===== config.mk =====
export PLATFORM = sky130hd
export DESIGN_NAME = mii_frame_generator_flat
export DESIGN_NICKNAME = d
export VERILOG_FILES = /design/src/rtl/mii_frame_generator_if.sv /design/src/rtl/mii_frame_generator.sv /design/src/flat_wrapper.sv
export SDC_FILE = /design/constraint.sdc
export NUM_CORES = 1
export LEC_CHECK = 0
export ABC_CLOCK_PERIOD_IN_PS = 4800
export BUFFER_PORTS_ARGS = -buffer_cell sky130_fd_sc_hd__buf_2
export CAP_MARGIN = 0
export CORE_MARGIN = 8
export CORE_UTILIZATION = 55
export DETAILED_ROUTE_END_ITERATION = 6
export PLACE_DENSITY_LB_ADDON = 0.25
export SKIP_LAST_GASP = 1
export SLEW_MARGIN = 20
export SYNTH_ARGS = -nofsm -noshare
export SYNTH_HDL_FRONTEND = slang
export SYNTH_SLANG_ARGS = --single-unit
export TNS_END_PERCENT = 10

===== constraint.sdc =====
create_clock -name clk -period 4.8 [get_ports clk]
set_input_delay 0.48 -clock clk [delete_from_list [all_inputs] [get_ports clk]]
set_output_delay 0.48 -clock clk [all_outputs]
set_load 0.02 [all_outputs]

===== src/rtl/mii_frame_generator_if.sv =====
// Request and transmit bus of the MII/XGMII test-frame generator.
// The master drives frame requests; the slave drives the transmit words.
interface mii_frame_generator_if;
    logic        i_start;
    logic [7:0]  i_payload_len;
    logic [5:0]  i_ipg_len;
    logic [7:0]  i_seed;
    logic [63:0] o_tx_data;
    logic [7:0]  o_tx_ctrl;
    logic        o_busy;
    logic        o_done;
    logic [15:0] o_frame_count;

    modport master (
        output i_start,
        output i_payload_len,
        output i_ipg_len,
        output i_seed,
        input  o_tx_data,
        input  o_tx_ctrl,
        input  o_busy,
        input  o_done,
        input  o_frame_count
    );

    modport slave (
        input  i_start,
        input  i_payload_len,
        input  i_ipg_len,
        input  i_seed,
        output o_tx_data,
        output o_tx_ctrl,
        output o_busy,
        output o_done,
        output o_frame_count
    );
endinterface


===== src/rtl/mii_frame_generator.sv =====
// 64-bit XGMII-style frame generator: START, incrementing payload,
// TERM and inter-packet gap, with registered tx words.
module mii_frame_generator (
    input  logic                 clk,
    input  logic                 i_rst,
    mii_frame_generator_if.slave bus
);

    localparam int          DATA_WIDTH = 64;
    localparam int          CTRL_WIDTH = 8;
    localparam logic [7:0]  IDLE_CODE  = 8'h07;
    localparam logic [7:0]  START_CODE = 8'hFB;
    localparam logic [7:0]  TERM_CODE  = 8'hFD;
    localparam logic [DATA_WIDTH-1:0] IDLE_WORD = {CTRL_WIDTH{IDLE_CODE}};

    typedef enum logic [2:0] {
        S_IDLE,
        S_START,
        S_DATA,
        S_TERM,
        S_IPG
    } state_t;

    state_t                r_state;
    state_t                w_state_nx;
    logic [DATA_WIDTH-1:0] r_tx_data;
    logic [DATA_WIDTH-1:0] w_tx_data_nx;
    logic [CTRL_WIDTH-1:0] r_tx_ctrl;
    logic [CTRL_WIDTH-1:0] w_tx_ctrl_nx;
    logic                  r_done;
    logic                  w_done_nx;
    logic [15:0]           r_count;
    logic [15:0]           w_count_nx;
    logic [7:0]            r_rem;
    logic [7:0]            w_rem_nx;
    logic [7:0]            r_byte;
    logic [7:0]            w_byte_nx;
    logic [5:0]            r_ipg;
    logic [5:0]            w_ipg_nx;
    logic [6:0]            r_idle;
    logic [6:0]            w_idle_nx;

    logic [7:0]            w_len;
    logic [2:0]            w_rem3;
    logic [6:0]            w_ipg7;
    logic [6:0]            w_term_idle;
    logic [6:0]            w_ipg_idle;
    logic [DATA_WIDTH-1:0] w_seed_lanes;
    logic [DATA_WIDTH-1:0] w_cur_lanes;
    logic [DATA_WIDTH-1:0] w_term_data;
    logic [CTRL_WIDTH-1:0] w_term_ctrl;

    // Eight consecutive payload bytes starting at base, lane 0 first.
    function automatic logic [DATA_WIDTH-1:0] f_lanes(input logic [7:0] base);
        logic [DATA_WIDTH-1:0] v;
        v = '0;
        for (int n = 0; n < CTRL_WIDTH; n++) begin
            v[8*n +: 8] = base + 8'(n);
        end
        return v;
    endfunction

    assign w_len        = (bus.i_payload_len < 8'd7) ? 8'd7 : bus.i_payload_len;
    assign w_rem3       = r_rem[2:0];
    assign w_ipg7       = {1'b0, r_ipg};
    assign w_term_idle  = 7'd7 - {4'd0, w_rem3};
    assign w_ipg_idle   = r_idle + 7'd8;
    assign w_seed_lanes = f_lanes(bus.i_seed);
    assign w_cur_lanes  = f_lanes(r_byte);

    // Tail word: rem payload bytes, then TERM, then idles.
    always_comb begin
        w_term_data = IDLE_WORD;
        w_term_ctrl = '1;
        for (int n = 0; n < CTRL_WIDTH; n++) begin
            if (3'(n) < w_rem3) begin
                w_term_data[8*n +: 8] = w_cur_lanes[8*n +: 8];
                w_term_ctrl[n]        = 1'b0;
            end else if (3'(n) == w_rem3) begin
                w_term_data[8*n +: 8] = TERM_CODE;
            end
        end
    end

    always_comb begin
        w_state_nx   = r_state;
        w_tx_data_nx = IDLE_WORD;
        w_tx_ctrl_nx = '1;
        w_done_nx    = 1'b0;
        w_count_nx   = r_count;
        w_rem_nx     = r_rem;
        w_byte_nx    = r_byte;
        w_ipg_nx     = r_ipg;
        w_idle_nx    = r_idle;
        unique case (r_state)
            S_IDLE: begin
                if (bus.i_start) begin
                    w_state_nx   = S_START;
                    w_tx_data_nx = {w_seed_lanes[55:0], START_CODE};
                    w_tx_ctrl_nx = 8'h01;
                    w_rem_nx     = w_len - 8'd7;
                    w_byte_nx    = bus.i_seed + 8'd7;
                    w_ipg_nx     = bus.i_ipg_len;
                    w_idle_nx    = '0;
                end
            end
            S_START, S_DATA: begin
                if (r_rem >= 8'd8) begin
                    w_state_nx   = S_DATA;
                    w_tx_data_nx = w_cur_lanes;
                    w_tx_ctrl_nx = '0;
                    w_rem_nx     = r_rem - 8'd8;
                    w_byte_nx    = r_byte + 8'd8;
                end else begin
                    w_state_nx   = S_TERM;
                    w_tx_data_nx = w_term_data;
                    w_tx_ctrl_nx = w_term_ctrl;
                    w_idle_nx    = w_term_idle;
                    w_count_nx   = r_count + 16'd1;
                    w_done_nx    = (w_term_idle >= w_ipg7);
                end
            end
            S_TERM, S_IPG: begin
                if (r_idle >= w_ipg7) begin
                    w_state_nx = S_IDLE;
                end else begin
                    w_state_nx = S_IPG;
                    w_idle_nx  = w_ipg_idle;
                    w_done_nx  = (w_ipg_idle >= w_ipg7);
                end
            end
            default: begin
                w_state_nx = S_IDLE;
            end
        endcase
    end

    always_ff @(posedge clk or posedge i_rst) begin
        if (i_rst) begin
            r_state   <= S_IDLE;
            r_tx_data <= IDLE_WORD;
            r_tx_ctrl <= '1;
            r_done    <= 1'b0;
            r_count   <= '0;
            r_rem     <= '0;
            r_byte    <= '0;
            r_ipg     <= '0;
            r_idle    <= '0;
        end else begin
            r_state   <= w_state_nx;
            r_tx_data <= w_tx_data_nx;
            r_tx_ctrl <= w_tx_ctrl_nx;
            r_done    <= w_done_nx;
            r_count   <= w_count_nx;
            r_rem     <= w_rem_nx;
            r_byte    <= w_byte_nx;
            r_ipg     <= w_ipg_nx;
            r_idle    <= w_idle_nx;
        end
    end

    assign bus.o_tx_data     = r_tx_data;
    assign bus.o_tx_ctrl     = r_tx_ctrl;
    assign bus.o_busy        = (r_state != S_IDLE);
    assign bus.o_done        = r_done;
    assign bus.o_frame_count = r_count;

endmodule


===== src/flat_wrapper.sv =====
// flat-port wrapper written by rule: the top's interface ports become plain ports
module mii_frame_generator_flat 
  (clk, i_rst, bus_i_start, bus_i_payload_len, bus_i_ipg_len, bus_i_seed, bus_o_tx_data, bus_o_tx_ctrl, bus_o_busy, bus_o_done, bus_o_frame_count);
  mii_frame_generator_if bus_i ();
  input  logic clk;
  input  logic i_rst;
  input wire logic [$bits(bus_i.i_start)-1:0] bus_i_start;
  input wire logic [$bits(bus_i.i_payload_len)-1:0] bus_i_payload_len;
  input wire logic [$bits(bus_i.i_ipg_len)-1:0] bus_i_ipg_len;
  input wire logic [$bits(bus_i.i_seed)-1:0] bus_i_seed;
  output wire logic [$bits(bus_i.o_tx_data)-1:0] bus_o_tx_data;
  output wire logic [$bits(bus_i.o_tx_ctrl)-1:0] bus_o_tx_ctrl;
  output wire logic [$bits(bus_i.o_busy)-1:0] bus_o_busy;
  output wire logic [$bits(bus_i.o_done)-1:0] bus_o_done;
  output wire logic [$bits(bus_i.o_frame_count)-1:0] bus_o_frame_count;
  assign bus_i.i_start = bus_i_start;
  assign bus_i.i_payload_len = bus_i_payload_len;
  assign bus_i.i_ipg_len = bus_i_ipg_len;
  assign bus_i.i_seed = bus_i_seed;
  assign bus_o_tx_data = bus_i.o_tx_data;
  assign bus_o_tx_ctrl = bus_i.o_tx_ctrl;
  assign bus_o_busy = bus_i.o_busy;
  assign bus_o_done = bus_i.o_done;
  assign bus_o_frame_count = bus_i.o_frame_count;
  mii_frame_generator u_core (.clk(clk), .i_rst(i_rst), .bus(bus_i));
endmodule

* Word-level counts from Yosys, hierarchy flattened
Cells that the tools add are included.
W data, S select, Z words.
** Word-level totals
- Flip-flop bits (word level) :: 121
- Output and inout bits :: 90
- Input bits :: 25
** Operators by class
- Add/sub/neg operators :: 20
- Eq/ne operators :: 15
- Reduce and logical (&&, ||, !) cells :: 11
- $lt $le $gt $ge :: 13
- Bitwise logic cells :: 1
- Muxes and demuxes :: 48
** Operator list (number)
- $mux W8 :: 23
- $mux W64 :: 2
- $pmux W64 S2 :: 1
- $add A8 B3 Y8 const B :: 8
- $pmux W8 S2 :: 3
- $add A8 B2 Y8 const B :: 4
- $ge A7 B6 Y1 :: 3
- $mux W7 :: 3
- $pmux W7 S3 :: 1
- $add A16 B1 Y16 const B :: 1
- $add A8 B1 Y8 const B :: 2
- $eq A3 B3 Y1 const A :: 4
- $lt A3 B3 Y1 const A :: 4
- $mux W1 :: 11
- $pmux W3 S3 :: 1
- $add A8 B4 Y8 const B :: 1
- $ge A8 B4 Y1 const B :: 1
- $lt A8 B3 Y1 const B :: 1
- $sub A8 B3 Y8 const B :: 1
- $sub A8 B4 Y8 const B :: 1
- $add A7 B4 Y7 const B :: 1
- $eq A2 B3 Y1 const A :: 2
- $eq A3 B2 Y1 const B :: 2
- $logic_not A3 Y1 :: 2
- 17 further kinds :: 25

* Longest topological paths before layout
Gate-level depths: netlist of run 1.
- Word-level depth :: 5
- Gate-level depth with buffers :: 9

* Worst setup path after synthesis of run 1
OpenSTA, ideal clock, no wires.
- Path kind :: register to register
- Start :: register u_core.r_rem[5]
- End :: register u_core.r_count[15], in the netlist u_core.bus.o_frame_count[15]
- Path slack :: 2.618 ns
- Period minus slack after synthesis :: 2.182 ns
- Library setup time :: 0.128 ns
- Data arrival time :: 2.053 ns
- Path buffers :: 1
- Cell stages (with the launch flop) :: 7
- Path through :: dfrtp_1 -> or4_4 -> or3_1 -> buf_6 -> nor4_4 -> nand4_1 -> xnor2_1
** Between the ends
- Longest elaborated chain between the ends :: 3
** RTL lines
- from (decl) :: line mii_frame_generator.sv:34 : logic [7:0] r_rem;
- from (signal assigned) :: line mii_frame_generator.sv:155 : r_rem <= w_rem_nx;
- $ge A8 B4 Y1 :: line mii_frame_generator.sv:108 : if (r_rem >= 8'd8) begin
- $not A1 Y1 (no line)
- $reduce_and A2 Y1 (no line)
- to (signal assigned) :: line mii_frame_generator.sv:154 : r_count <= w_count_nx;
- to (decl) :: line mii_frame_generator.sv:32 : logic [15:0] r_count;
No other way between the ends.
A chain may end at the register's enable or synchronous reset.

* Worst setup path in the final report of run 1
- Start :: register u_core.r_rem[4]
- End :: register u_core.r_tx_data[5], in the netlist u_core.bus.o_tx_data[5]
** Between the ends
- Longest elaborated chain between the ends :: 3
** RTL lines
- $ge A8 B4 Y1 :: line mii_frame_generator.sv:108
- $mux W64 :: line mii_frame_generator.sv:108
- $pmux W64 S2 :: line mii_frame_generator.sv:95 : unique case (r_state)
- net u_core.w_tx_data_nx[5] :: line mii_frame_generator.sv:27 : logic [DATA_WIDTH-1:0] w_tx_data_nx;
- to (signal assigned) :: line mii_frame_generator.sv:151 : r_tx_data <= w_tx_data_nx;
- to (decl) :: line mii_frame_generator.sv:26 : logic [DATA_WIDTH-1:0] r_tx_data;
The timed path passes the listed nets, and every way through them passes these cells.

==> metrics.txt, run 1 <==
# TYPE chip_impl_metric gauge
chip_impl_metric{name="gp_congestion",unit=""} 0.999
chip_impl_metric{name="postSynth.asyncResetShare",unit=""} 1.00
chip_impl_metric{name="io-pin-count",unit=""} 115
chip_impl_metric{name="peak_freq",unit="MHz"} 310
chip_impl_metric{name="first_iter_violations",unit=""} 475
chip_impl_metric{name="start_util",unit=""} 0.564
chip_impl_metric{name="routed-wl-met3",unit="um"} 1590
chip_impl_info{name="endpoint_kind",value="flip-flop"} 1
chip_impl_metric{name="globalRouteOverflowTotal",unit=""} 0
chip_impl_info{name="ctsRootBufferMaster",value="sky130_fd_sc_hd__clkbuf_16"} 1
chip_impl_metric{name="met2_wirelength",unit="um"} 9110
chip_impl_info{name="hold_path.class",value="in2async"} 1
chip_impl_metric{name="finalSetupViolations",unit=""} 0
chip_impl_metric{name="detailed_route_vias_per_instance",unit=""} 5.89
chip_impl_metric{name="route.antenna.remaining_nets",unit=""} 0
chip_impl_metric{name="cts-resized-gates",unit=""} 0
chip_impl_metric{name="arrival",unit="ns"} 3.50
chip_impl_metric{name="synth_edf_count",unit=""} 0
chip_impl_metric{name="initial_antenna_violation_count",unit=""} 0
chip_impl_info{name="critPathSlowestCell",value="sky130_fd_sc_hd__or3_1"} 1
chip_impl_metric{name="crit_fanout",unit=""} 15
chip_impl_metric{name="synth-warning-count",unit=""} 0
chip_impl_metric{name="met1Wirelength",unit="um"} 8290
chip_impl_info{name="layout_common_cells",value="sky130_fd_sc_hd__buf_2 (114), sky130_fd_sc_hd__dfrtp_1 (89), sky130_fd_sc_hd__nand2_1 (83)"} 1
chip_impl_metric{name="worstPathRequired",unit="ns"} 5.07
chip_impl_metric{name="clock-sinks",unit=""} 121
chip_impl_metric{name="cts_max_level",unit=""} 4
chip_impl_metric{name="layout.nets",unit=""} 868
chip_impl_metric{name="first_global_vias",unit=""} 5863
chip_impl_metric{name="r2r.worst_path.cells",unit=""} 7
chip_impl_info{name="outcome",value="completed"} 1
chip_impl_metric{name="clock_path_buffers",unit=""} 2
chip_impl_info{name="worst_setup_path_start_kind",value="flip-flop"} 1
chip_impl_metric{name="timing_worst_slew_pin_value",unit="ns"} 0.839
chip_impl_info{name="commonest_register_cell_after_synthesis",value="sky130_fd_sc_hd__dfrtp_1"} 1
chip_impl_metric{name="gr-usage-all-layers",unit=""} 0.246
chip_impl_metric{name="wl_per_cell",unit="um"} 20.1
chip_impl_metric{name="post-place-ws",unit="ns"} 1.53
chip_impl_info{name="cts_tree",value="built"} 1
chip_impl_info{name="mostFrequentLayoutCell",value="sky130_fd_sc_hd__buf_2"} 1
chip_impl_metric{name="chipWidth",unit="um"} 127
chip_impl_metric{name="postSynthCellCount",unit=""} 711
chip_impl_metric{name="routed-via-count",unit=""} 5703
chip_impl_metric{name="syn_area_per_cell",unit="um^2"} 9.52
chip_impl_metric{name="maximum_number_of_pins_on_one_net_before_global_route_repair",unit=""} 89
chip_impl_metric{name="final-max-slew-violation-count",unit=""} 0
chip_impl_metric{name="min_period_over_period",unit=""} 0.672
chip_impl_metric{name="lkg_pwr",unit="nW"} 3.72
chip_impl_metric{name="hold_viol",unit=""} 0
chip_impl_metric{name="maxCapViolCount",unit=""} 0
chip_impl_metric{name="number_of_placement_rows",unit=""} 40
chip_impl_metric{name="tns",unit="ns"} 0
chip_impl_metric{name="cts_inserted_buffers",unit=""} 17
chip_impl_metric{name="final_period_minus_worst_setup_slack",unit="ns"} 3.22
chip_impl_metric{name="route.detailed.drc",unit=""} 0
chip_impl_metric{name="synth_nets",unit=""} 771
chip_impl_metric{name="cts_hold_buffers",unit=""} 0
chip_impl_metric{name="clk-insertion-delay-late",unit="ns"} 0.43
chip_impl_metric{name="flow.area_growth_from_synthesis",unit="%"} 17.8
chip_impl_metric{name="drt_pre_antenna_iters",unit=""} 5
chip_impl_metric{name="vdd_ir_drop_max",unit="uV"} 480
chip_impl_metric{name="power_density",unit="nW/um^2"} 820
chip_impl_info{name="rsz0062_at_grt",value="no"} 1
chip_impl_metric{name="post_synth_num_cell_types",unit=""} 68
chip_impl_metric{name="wire_length_of_the_first_global_routing_pass",unit="um"} 31200
chip_impl_metric{name="insertedDiodeCount",unit=""} 0
chip_impl_metric{name="post_route_clock_skew",unit="ns"} 0.0113
chip_impl_metric{name="buffer_ports.inserted",unit=""} 114
chip_impl_metric{name="synthesis.area",unit="um^2"} 6770
chip_impl_metric{name="totalWireLength",unit="um"} 19400
chip_impl_metric{name="post_cts_buffers",unit=""} 0
chip_impl_metric{name="max_slew_margin",unit=""} 0.439
chip_impl_info{name="cp_cell_sequence",value="inv_1 -> ha_1 -> nor4b_1 -> or3_1 -> nor2_2 -> a21oi_1 -> o21ai_0"} 1
chip_impl_info{name="topRoutingLayerUsed",value="met4"} 1
chip_impl_metric{name="core_area",unit="um^2"} 12000
chip_impl_metric{name="finalWorstSetupSlack",unit="ns"} 1.58
chip_impl_metric{name="cp_slowest_stage_delay",unit="ns"} 0.75
chip_impl_metric{name="dp_hpwl",unit="um"} 13900
chip_impl_metric{name="floorplan.die.height",unit="um"} 127
chip_impl_metric{name="ys_seq_elements",unit=""} 121
chip_impl_metric{name="total_die_area",unit="um^2"} 16100
chip_impl_metric{name="post_synthesis_sequential_area_ratio",unit=""} 0.453
chip_impl_metric{name="drive_above_1_share",unit=""} 0.247
chip_impl_info{name="worst-setup-path-type",value="reg2reg"} 1
chip_impl_metric{name="cts.clk_slew.worst_paths",unit="ns"} 0.06
==> stage by stage <==
| stage | cell area [um^2] | utilization | instances | hold WS (ns) | total power [mW] |
|---|---|---|---|---|---|
| final | 7980 | 0.664 | 968 | 0.202 | 6.55 |
| after global routing | 7980 | 0.664 | 968 | 0.273 | 6.95 |
| after CTS | 7970 | 0.664 | 968 | 0.245 | 6.52 |
| after detailed placement | 7390 | 0.616 | 936 | 0.471 | 5.26 |
| after global placement | 7390 | 0.616 | 936 | 0.456 | 5.17 |
| after floorplan | 6770 | - | 711 | 0.473 | 4.23 |
==> routing by layer <==
layer  up-vias  GRT usage
met5         -          0
met4         0      0.102
met3        29     0.0670
met2       250      0.389
met1      2767      0.314
li1       2657          -
==> registers in the layout (all words and copies together), names as in the netlist <==
name / count
u_core.r_byte: 8
u_core.r_state: 3
u_core.r_idle: 7
u_core.bus.o_done: 1
u_core.r_rem: 8
u_core.bus.o_tx_data: 64
u_core.r_ipg: 6
u_core.bus.o_tx_ctrl: 8
u_core.bus.o_frame_count: 16
==> synthesized netlist by cell type, drive strengths merged, types with 2 or more instances <==
| cell | n | area [um^2] |
|---|---|---|
| a211o | 2 | 17.5 |
| a211oi | 3 | 22.5 |
| a21boi | 3 | 22.5 |
| a21o | 5 | 37.5 |
| a21oi | 36 | 195 |
| a221o | 2 | 20.0 |
| a221oi | 2 | 17.5 |
| a22o | 9 | 78.8 |
| a31o | 2 | 17.5 |
| a31oi | 5 | 46.3 |
| and3 | 3 | 18.8 |
| buf | 17 | 85.1 |
| clkbuf | 25 | 93.8 |
| clkinv | 2 | 7.51 |
| dfrtp | 89 | 2230 |
| dfstp | 32 | 841 |
| ha | 35 | 438 |
| inv | 28 | 105 |
| nand2 | 83 | 312 |
| nand2b | 8 | 50.1 |
| nand3 | 17 | 85.1 |
| nand4 | 14 | 87.6 |
| nor2 | 56 | 213 |
| nor2b | 10 | 62.6 |
| nor3 | 13 | 80.1 |
| nor3b | 2 | 15.0 |
| nor4 | 5 | 61.3 |
| o211ai | 7 | 52.6 |
| o21a | 3 | 22.5 |
| o21ai | 47 | 239 |
| o21bai | 2 | 15.0 |
| o221ai | 3 | 26.3 |
| o22ai | 24 | 150 |
| o32ai | 2 | 17.5 |
| or2 | 3 | 18.8 |
| or3 | 5 | 31.3 |
| xnor2 | 51 | 447 |
| xor2 | 39 | 342 |
==> power by group <==
group / switching (mW) / total (mW) / leakage (nW) / internal, mW
Combinational: 2.24 / 3.41 / 1.97 / 1.17
Clock: 0.481 / 1.22 / 0.284 / 0.738
Sequential: 0.350 / 1.92 / 1.47 / 1.57
==> layout make-up <==
| class | count | area (um^2) |
|---|---|---|
| Fill cell | 999 | 4030 |
| Multi-Input combinational cell | 518 | 3420 |
| Sequential cell | 121 | 3070 |
| Timing Repair Buffer | 120 | 616 |
| Clock buffer | 21 | 493 |
| Tap cell | 147 | 184 |
| Inverter | 30 | 118 |
| Clock inverter | 11 | 83.8 |
==> worst max-delay path: cells and delay by family (launching register included) <==
family,cells,cell delay [ns]
AND/OR/NAND/NOR,3,1.66
AO/OA/AOI/OAI,2,0.71
flip-flops,1,0.40
adder cells (fa/ha/maj),1,0.17
buffers and inverters,1,0.11
==> cell families (layout without fill, tap and decap cells) <==
family,after synthesis,in the layout,synth area share
and+or+nand+nor,223,223,0.158
AOI/OAI and AO/OA,168,168,0.162
DFF,121,121,0.453
xor gates and xnor gates,90,90,0.116
buffers and inverters,72,182,0.0431
adders and majority gates,35,35,0.0647
muxes,2,2,0.00314
==> path summary, 6_finish.rpt <==
path	startpoint	endpoint	slack (ns)
hold / removal	i_rst	u_core.bus.o_frame_count[7]	0.20
setup / recovery	u_core.r_rem[4]	u_core.bus.o_tx_data[5]	1.58
max in group asynchronous	i_rst	u_core.bus.o_tx_data[2]	3.63
min in group clk	bus_i_ipg_len[3]	u_core.r_ipg[3]	0.26
hold reg to reg	u_core.bus.o_frame_count[15]	u_core.bus.o_frame_count[15]	0.47
setup reg to reg	u_core.r_rem[4]	u_core.bus.o_tx_data[5]	1.58
Power figures use the tool's default switching activity.
==> run 2: changes to the inputs <==
ABC_CLOCK_PERIOD_IN_PS = 2890   (was 4800)
CORE_UTILIZATION = 51   (was 55)
clock period = 2.89 ns   (was 4.8 ns; I/O delays follow)
==> metrics.txt, run 2 (same netlist as run 1, synthesis figures left out) <==
# TYPE chip_impl_metric gauge
chip_impl_metric{name="buffer_ports.inserted",unit=""} 114
chip_impl_metric{name="power_density",unit="nW/um^2"} 1350
chip_impl_metric{name="route.detailed.drc",unit=""} 0
chip_impl_info{name="mostFrequentLayoutCell",value="sky130_fd_sc_hd__buf_2"} 1
chip_impl_metric{name="detailed_route_vias_per_instance",unit=""} 5.67
chip_impl_metric{name="gp_congestion",unit=""} 0.952
chip_impl_metric{name="chipWidth",unit="um"} 131
chip_impl_metric{name="cts.clk_slew.worst_paths",unit="ns"} 0.06
chip_impl_metric{name="clk-insertion-delay-late",unit="ns"} 0.42
chip_impl_metric{name="clock_path_buffers",unit=""} 2
chip_impl_metric{name="arrival",unit="ns"} 2.88
chip_impl_metric{name="min_period_over_period",unit=""} 0.891
chip_impl_metric{name="flow.area_growth_from_synthesis",unit="%"} 20.7
chip_impl_metric{name="maximum_number_of_pins_on_one_net_before_global_route_repair",unit=""} 51
chip_impl_metric{name="post_cts_buffers",unit=""} 0
chip_impl_metric{name="vdd_ir_drop_max",unit="uV"} 788
chip_impl_metric{name="number_of_placement_rows",unit=""} 42
chip_impl_info{name="worst-setup-path-type",value="reg2reg"} 1
chip_impl_metric{name="routed-via-count",unit=""} 5745
chip_impl_metric{name="insertedDiodeCount",unit=""} 0
chip_impl_metric{name="start_util",unit=""} 0.517
chip_impl_metric{name="initial_antenna_violation_count",unit=""} 0
chip_impl_metric{name="total_die_area",unit="um^2"} 17200
chip_impl_metric{name="maxCapViolCount",unit=""} 0
chip_impl_metric{name="gr-usage-all-layers",unit=""} 0.227
chip_impl_metric{name="timing_worst_slew_pin_value",unit="ns"} 1.05
chip_impl_metric{name="flip_flop_count_of_the_largest_register_after_layout",unit=""} 64
chip_impl_metric{name="lkg_pwr",unit="nW"} 3.81
chip_impl_metric{name="cp_slowest_stage_delay",unit="ns"} 0.59
chip_impl_metric{name="route.antenna.remaining_nets",unit=""} 0
chip_impl_metric{name="clock-sinks",unit=""} 121
chip_impl_metric{name="first_global_vias",unit=""} 5737
chip_impl_info{name="cp_top_family",value="simple AND/OR/NAND/NOR gates"} 1
chip_impl_metric{name="dp_hpwl",unit="um"} 14200
chip_impl_metric{name="finalSetupViolations",unit=""} 0
chip_impl_metric{name="tns",unit="ns"} 0
chip_impl_metric{name="cts-resized-gates",unit=""} 0
chip_impl_info{name="cp_cell_sequence",value="or4_4 -> or3_1 -> buf_4 -> nor4_4 -> nand4_1 -> xnor2_1"} 1
chip_impl_metric{name="placedCellCount",unit=""} 981
chip_impl_metric{name="finished_layout_cells",unit=""} 1013
chip_impl_metric{name="drt_pre_antenna_iters",unit=""} 5
chip_impl_metric{name="cts_hold_buffers",unit=""} 0
chip_impl_metric{name="peak_freq",unit="MHz"} 389
chip_impl_metric{name="cts_inserted_buffers",unit=""} 17
chip_impl_info{name="rsz0062_at_grt",value="no"} 1
chip_impl_metric{name="post-route-util",unit=""} 0.625
chip_impl_metric{name="cts_max_level",unit=""} 4
chip_impl_metric{name="first_iter_violations",unit=""} 502
chip_impl_metric{name="final-max-slew-violation-count",unit=""} 0
chip_impl_metric{name="drive_above_1_share",unit=""} 0.262
chip_impl_info{name="ctsRootBufferMaster",value="sky130_fd_sc_hd__clkbuf_16"} 1
chip_impl_info{name="outcome",value="completed"} 1
chip_impl_metric{name="final_period_minus_worst_setup_slack",unit="ns"} 2.57
chip_impl_metric{name="fin_worst_hold_slack",unit="ns"} 0.000343
chip_impl_metric{name="post_route_clock_skew",unit="ns"} 0.00864
chip_impl_metric{name="crit_fanout",unit=""} 11
chip_impl_metric{name="totalWireLength",unit="um"} 19400
chip_impl_metric{name="wl_per_cell",unit="um"} 19.2
chip_impl_metric{name="floorplan.die.height",unit="um"} 131
chip_impl_metric{name="worstPathRequired",unit="ns"} 3.20
chip_impl_metric{name="timing.critical_path.buf_inv",unit=""} 1
chip_impl_info{name="endpoint_kind",value="flip-flop"} 1
chip_impl_info{name="cts_tree",value="built"} 1
chip_impl_info{name="layout_common_cells",value="sky130_fd_sc_hd__buf_2 (114), sky130_fd_sc_hd__dfrtp_1 (89), sky130_fd_sc_hd__nand2_1 (83)"} 1
chip_impl_info{name="worst_setup_path_start_kind",value="flip-flop"} 1
chip_impl_metric{name="hold_viol",unit=""} 0
chip_impl_metric{name="wire_length_of_the_first_global_routing_pass",unit="um"} 31400
chip_impl_info{name="critPathSlowestCell",value="sky130_fd_sc_hd__or4_4"} 1
chip_impl_info{name="hold_path.class",value="in2async"} 1
chip_impl_metric{name="total_power",unit="mW"} 11.0
chip_impl_metric{name="layout.nets",unit=""} 884
chip_impl_metric{name="io-pin-count",unit=""} 115
chip_impl_metric{name="core_area",unit="um^2"} 13100
chip_impl_metric{name="max_slew_margin",unit=""} 0.291
chip_impl_metric{name="globalRouteOverflowTotal",unit=""} 0
run 2: metal layers:
metal / GRT usage / wire length (um) / vias to the layer above
met4: 0.0794 / 347 / 0
met3: 0.0564 / 1420 / 29
met1: 0.291 / 8430 / 2793
met2: 0.366 / 9250 / 242
met5: 0 / 0 / -
li1: - / - / 2681
run 2: final cells by class:
| class | instances | area (um^2) |
|---|---|---|
| clock buffer | 21 | 482 |
| clock inverter | 11 | 109 |
| tap | 176 | 220 |
| inverter | 30 | 116 |
| fill | 1070 | 4910 |
| multi-input combinational | 518 | 3420 |
| sequential | 121 | 3070 |
| timing repair buffer | 136 | 761 |
run 2: worst register-to-register path, cell delays in order, from the launching register on:
cell and delay (ns):
sky130_fd_sc_hd__dfrtp_1 0.42, sky130_fd_sc_hd__or4_4 0.59, sky130_fd_sc_hd__or3_1 0.50, sky130_fd_sc_hd__buf_4 0.26
sky130_fd_sc_hd__nor4_4 0.38, sky130_fd_sc_hd__nand4_1 0.17, sky130_fd_sc_hd__xnor2_1 0.15
run 2: final timing paths:
kind	startpoint	to	slack [ns]	depth (start not counted)
max	u_core.r_rem[5]	u_core.bus.o_frame_count[15]	0.32	6
min	i_rst	u_core.r_byte[1]	0.0003	2
max reg2reg	u_core.r_rem[5]	u_core.bus.o_frame_count[15]	0.32	6
min reg2reg	u_core.bus.o_frame_count[15]	u_core.bus.o_frame_count[15]	0.47	1
max in group asynchronous	i_rst	u_core.bus.o_tx_data[25]	2.16	3
min in group clk	bus_i_ipg_len[0]	u_core.r_ipg[0]	0.07	3
run 2: stage by stage:
stage                     instance area, um^2  setup WS [ns]
after floorplan                          6780          0.708
after global placement                   7580          0.425
after detailed placement                 7580          0.336
after CTS                                8170          0.327
after global routing                     8170          0.193
final                                    8170          0.316
run 2: power by group:
part	internal, mW	total [mW]	switching, mW
logic	2.09	5.83	3.74
clock network	1.29	2.08	0.785
registers	2.61	3.14	0.526
total	5.99	11.0	5.05
==> run 3: changes to the inputs <==
CORE_UTILIZATION = 25   (was 51)
==> metrics.txt, run 3 (same netlist as run 1, synthesis figures left out) <==
# TYPE chip_impl_metric gauge
chip_impl_info{name="outcome",value="completed"} 1
chip_impl_metric{name="dp_hpwl",unit="um"} 16200
chip_impl_info{name="layout_common_cells",value="sky130_fd_sc_hd__buf_2 (114), sky130_fd_sc_hd__dfrtp_1 (89), sky130_fd_sc_hd__nand2_1 (83)"} 1
chip_impl_metric{name="post_cts_buffers",unit=""} 0
chip_impl_metric{name="min_period_over_period",unit=""} 0.853
chip_impl_metric{name="cts_max_level",unit=""} 4
chip_impl_metric{name="total_die_area",unit="um^2"} 32600
chip_impl_metric{name="clock_path_buffers",unit=""} 2
chip_impl_metric{name="route.antenna.remaining_nets",unit=""} 0
chip_impl_metric{name="drive_above_1_share",unit=""} 0.264
chip_impl_metric{name="buffer_ports.inserted",unit=""} 114
chip_impl_info{name="critical_path.reg2reg.endpoint",value="u_core.r_byte[5]"} 1
chip_impl_metric{name="post_route_clock_skew",unit="ns"} 0.0172
chip_impl_metric{name="post-place-ws",unit="ns"} 0.437
chip_impl_info{name="rsz0062_at_grt",value="no"} 1
chip_impl_metric{name="clk-insertion-delay-late",unit="ns"} 0.43
chip_impl_metric{name="core_area",unit="um^2"} 26800
chip_impl_metric{name="cts_hold_buffers",unit=""} 0
chip_impl_metric{name="r2r.worst_path.cells",unit=""} 9
chip_impl_metric{name="multi_input_comb_area",unit="um^2"} 3420
chip_impl_metric{name="seqCellArea",unit="um^2"} 3070
chip_impl_metric{name="globalRouteOverflowTotal",unit=""} 0
chip_impl_metric{name="first_iter_violations",unit=""} 349
chip_impl_metric{name="totalWireLength",unit="um"} 21900
chip_impl_metric{name="vdd_ir_drop_max",unit="uV"} 571
chip_impl_metric{name="maximum_number_of_pins_on_one_net_before_global_route_repair",unit=""} 122
chip_impl_metric{name="finalSetupViolations",unit=""} 0
chip_impl_metric{name="arrival",unit="ns"} 2.76
chip_impl_info{name="ctsRootBufferMaster",value="sky130_fd_sc_hd__clkbuf_16"} 1
chip_impl_metric{name="hold_viol",unit=""} 0
chip_impl_metric{name="n_fill_cell",unit=""} 2805
chip_impl_metric{name="initial_antenna_violation_count",unit=""} 0
chip_impl_metric{name="flip_flop_count_of_the_largest_register_after_layout",unit=""} 64
chip_impl_metric{name="crit_fanout",unit=""} 6
chip_impl_metric{name="number_of_placement_rows",unit=""} 60
chip_impl_metric{name="route.detailed.drc",unit=""} 0
chip_impl_metric{name="gp_congestion",unit=""} 0.895
chip_impl_metric{name="io-pin-count",unit=""} 115
chip_impl_metric{name="setup_slack_of_the_most_critical_reg_to_reg_path",unit="ns"} 0.43
chip_impl_metric{name="placedCellCount",unit=""} 1146
chip_impl_metric{name="layout.nets",unit=""} 884
chip_impl_metric{name="drt_pre_antenna_iters",unit=""} 4
chip_impl_metric{name="cts.clk_slew.worst_paths",unit="ns"} 0.06
chip_impl_metric{name="start_util",unit=""} 0.253
chip_impl_metric{name="lkg_pwr",unit="nW"} 3.78
chip_impl_metric{name="final_period_minus_worst_setup_slack",unit="ns"} 2.46
chip_impl_metric{name="clock-sinks",unit=""} 121
chip_impl_info{name="worst-setup-path-type",value="reg2reg"} 1
chip_impl_metric{name="finished_layout_cells",unit=""} 1178
chip_impl_metric{name="finalWorstSetupSlack",unit="ns"} 0.425
chip_impl_metric{name="tns",unit="ns"} 0
chip_impl_metric{name="wl_per_cell",unit="um"} 18.6
chip_impl_info{name="endpoint_kind",value="flip-flop"} 1
chip_impl_metric{name="wire_length_of_the_first_global_routing_pass",unit="um"} 34100
chip_impl_metric{name="cts_inserted_buffers",unit=""} 17
chip_impl_metric{name="peak_freq",unit="MHz"} 406
chip_impl_metric{name="max_slew_margin",unit=""} 0.501
chip_impl_metric{name="chipWidth",unit="um"} 181
chip_impl_metric{name="final-max-slew-violation-count",unit=""} 0
chip_impl_metric{name="floorplan.die.height",unit="um"} 181
chip_impl_metric{name="worstPathRequired",unit="ns"} 3.18
chip_impl_metric{name="insertedDiodeCount",unit=""} 0
chip_impl_metric{name="flow.area_growth_from_synthesis",unit="%"} 23.4
chip_impl_metric{name="detailed_route_vias_per_instance",unit=""} 4.67
chip_impl_info{name="hold_path.class",value="in2async"} 1
chip_impl_metric{name="power_density",unit="nW/um^2"} 1330
chip_impl_metric{name="timing_worst_slew_pin_value",unit="ns"} 0.742
chip_impl_metric{name="gr-usage-all-layers",unit=""} 0.135
chip_impl_info{name="mostFrequentLayoutCell",value="sky130_fd_sc_hd__buf_2"} 1
chip_impl_metric{name="cts-resized-gates",unit=""} 0
chip_impl_metric{name="maxCapViolCount",unit=""} 0
chip_impl_info{name="cts_tree",value="built"} 1
chip_impl_info{name="worst_setup_path_start_kind",value="flip-flop"} 1
chip_impl_info{name="critical_path.reg2reg.startpoint",value="u_core.r_rem[4]"} 1
chip_impl_metric{name="routed-via-count",unit=""} 5501
chip_impl_metric{name="first_global_vias",unit=""} 5662
## run 3: cell types whose count changed in the layout (fill, tap and decap cells not counted), sizes merged
cell / change
clkbuf: -3
clkinv: +2
inv: -4
clkinvlp: +5
## run 3: cell type report
class,count,area share
Tap cell,341,0.0510
Sequential cell,121,0.367
Multi-Input combinational cell,518,0.409
Timing Repair Buffer,136,0.0910
Clock inverter,14,0.0151
Inverter,30,0.0139
Clock buffer,18,0.0525
## run 3: worst max-delay path, stage by stage (launching register included)
cell and delay (ns):
sky130_fd_sc_hd__dfrtp_1 0.39, sky130_fd_sc_hd__inv_1 0.10, sky130_fd_sc_hd__ha_1 0.18, sky130_fd_sc_hd__nor4b_1 0.30
sky130_fd_sc_hd__buf_4 0.20, sky130_fd_sc_hd__nor3_2 0.04, sky130_fd_sc_hd__o21ai_0 0.54, sky130_fd_sc_hd__inv_1 0.27
sky130_fd_sc_hd__a211oi_1 0.24, sky130_fd_sc_hd__a21oi_1 0.07
## run 3: where the power goes
| part | switching, mW | internal [mW] |
|---|---|---|
| Combinational | 3.81 | 2.11 |
| Clock | 0.827 | 1.20 |
| Sequential | 0.550 | 2.61 |
## run 3: through the flow
stage	instance area [um^2]	total power [mW]	util	hold slack, ns
final	8360	11.1	0.312	0.0543
after global routing	8360	12.0	0.312	0.0714
after CTS	8360	11.2	0.312	0.0489
after detailed placement	7790	9.13	0.291	0.482
after global placement	7790	9.13	0.291	0.480
after floorplan	6780	7.03	-	0.378
## run 3: layer usage
layer  track usage  up-vias  wire length [um]
li1              -     2690                 -
met1         0.180     2649             10600
met2         0.209      135             10000
met3        0.0321       27               941
met4        0.0483        0               388
met5             0        -                 0
## run 3: worst max-delay path by stage
stage / start / end / slack [ns]
2_1_floorplan: u_core.r_rem[5] / u_core.bus.o_frame_count[15] / 0.71
3_3_place_gp: u_core.r_rem[4] / u_core.r_rem[7] / 0.44
3_5_place_dp: u_core.r_rem[4] / u_core.r_byte[5] / 0.44
4_1_cts: u_core.r_rem[4] / u_core.r_byte[5] / 0.40
5_1_grt: u_core.r_rem[4] / u_core.r_byte[5] / 0.08
6_report: u_core.r_rem[4] / u_core.r_byte[5] / 0.43
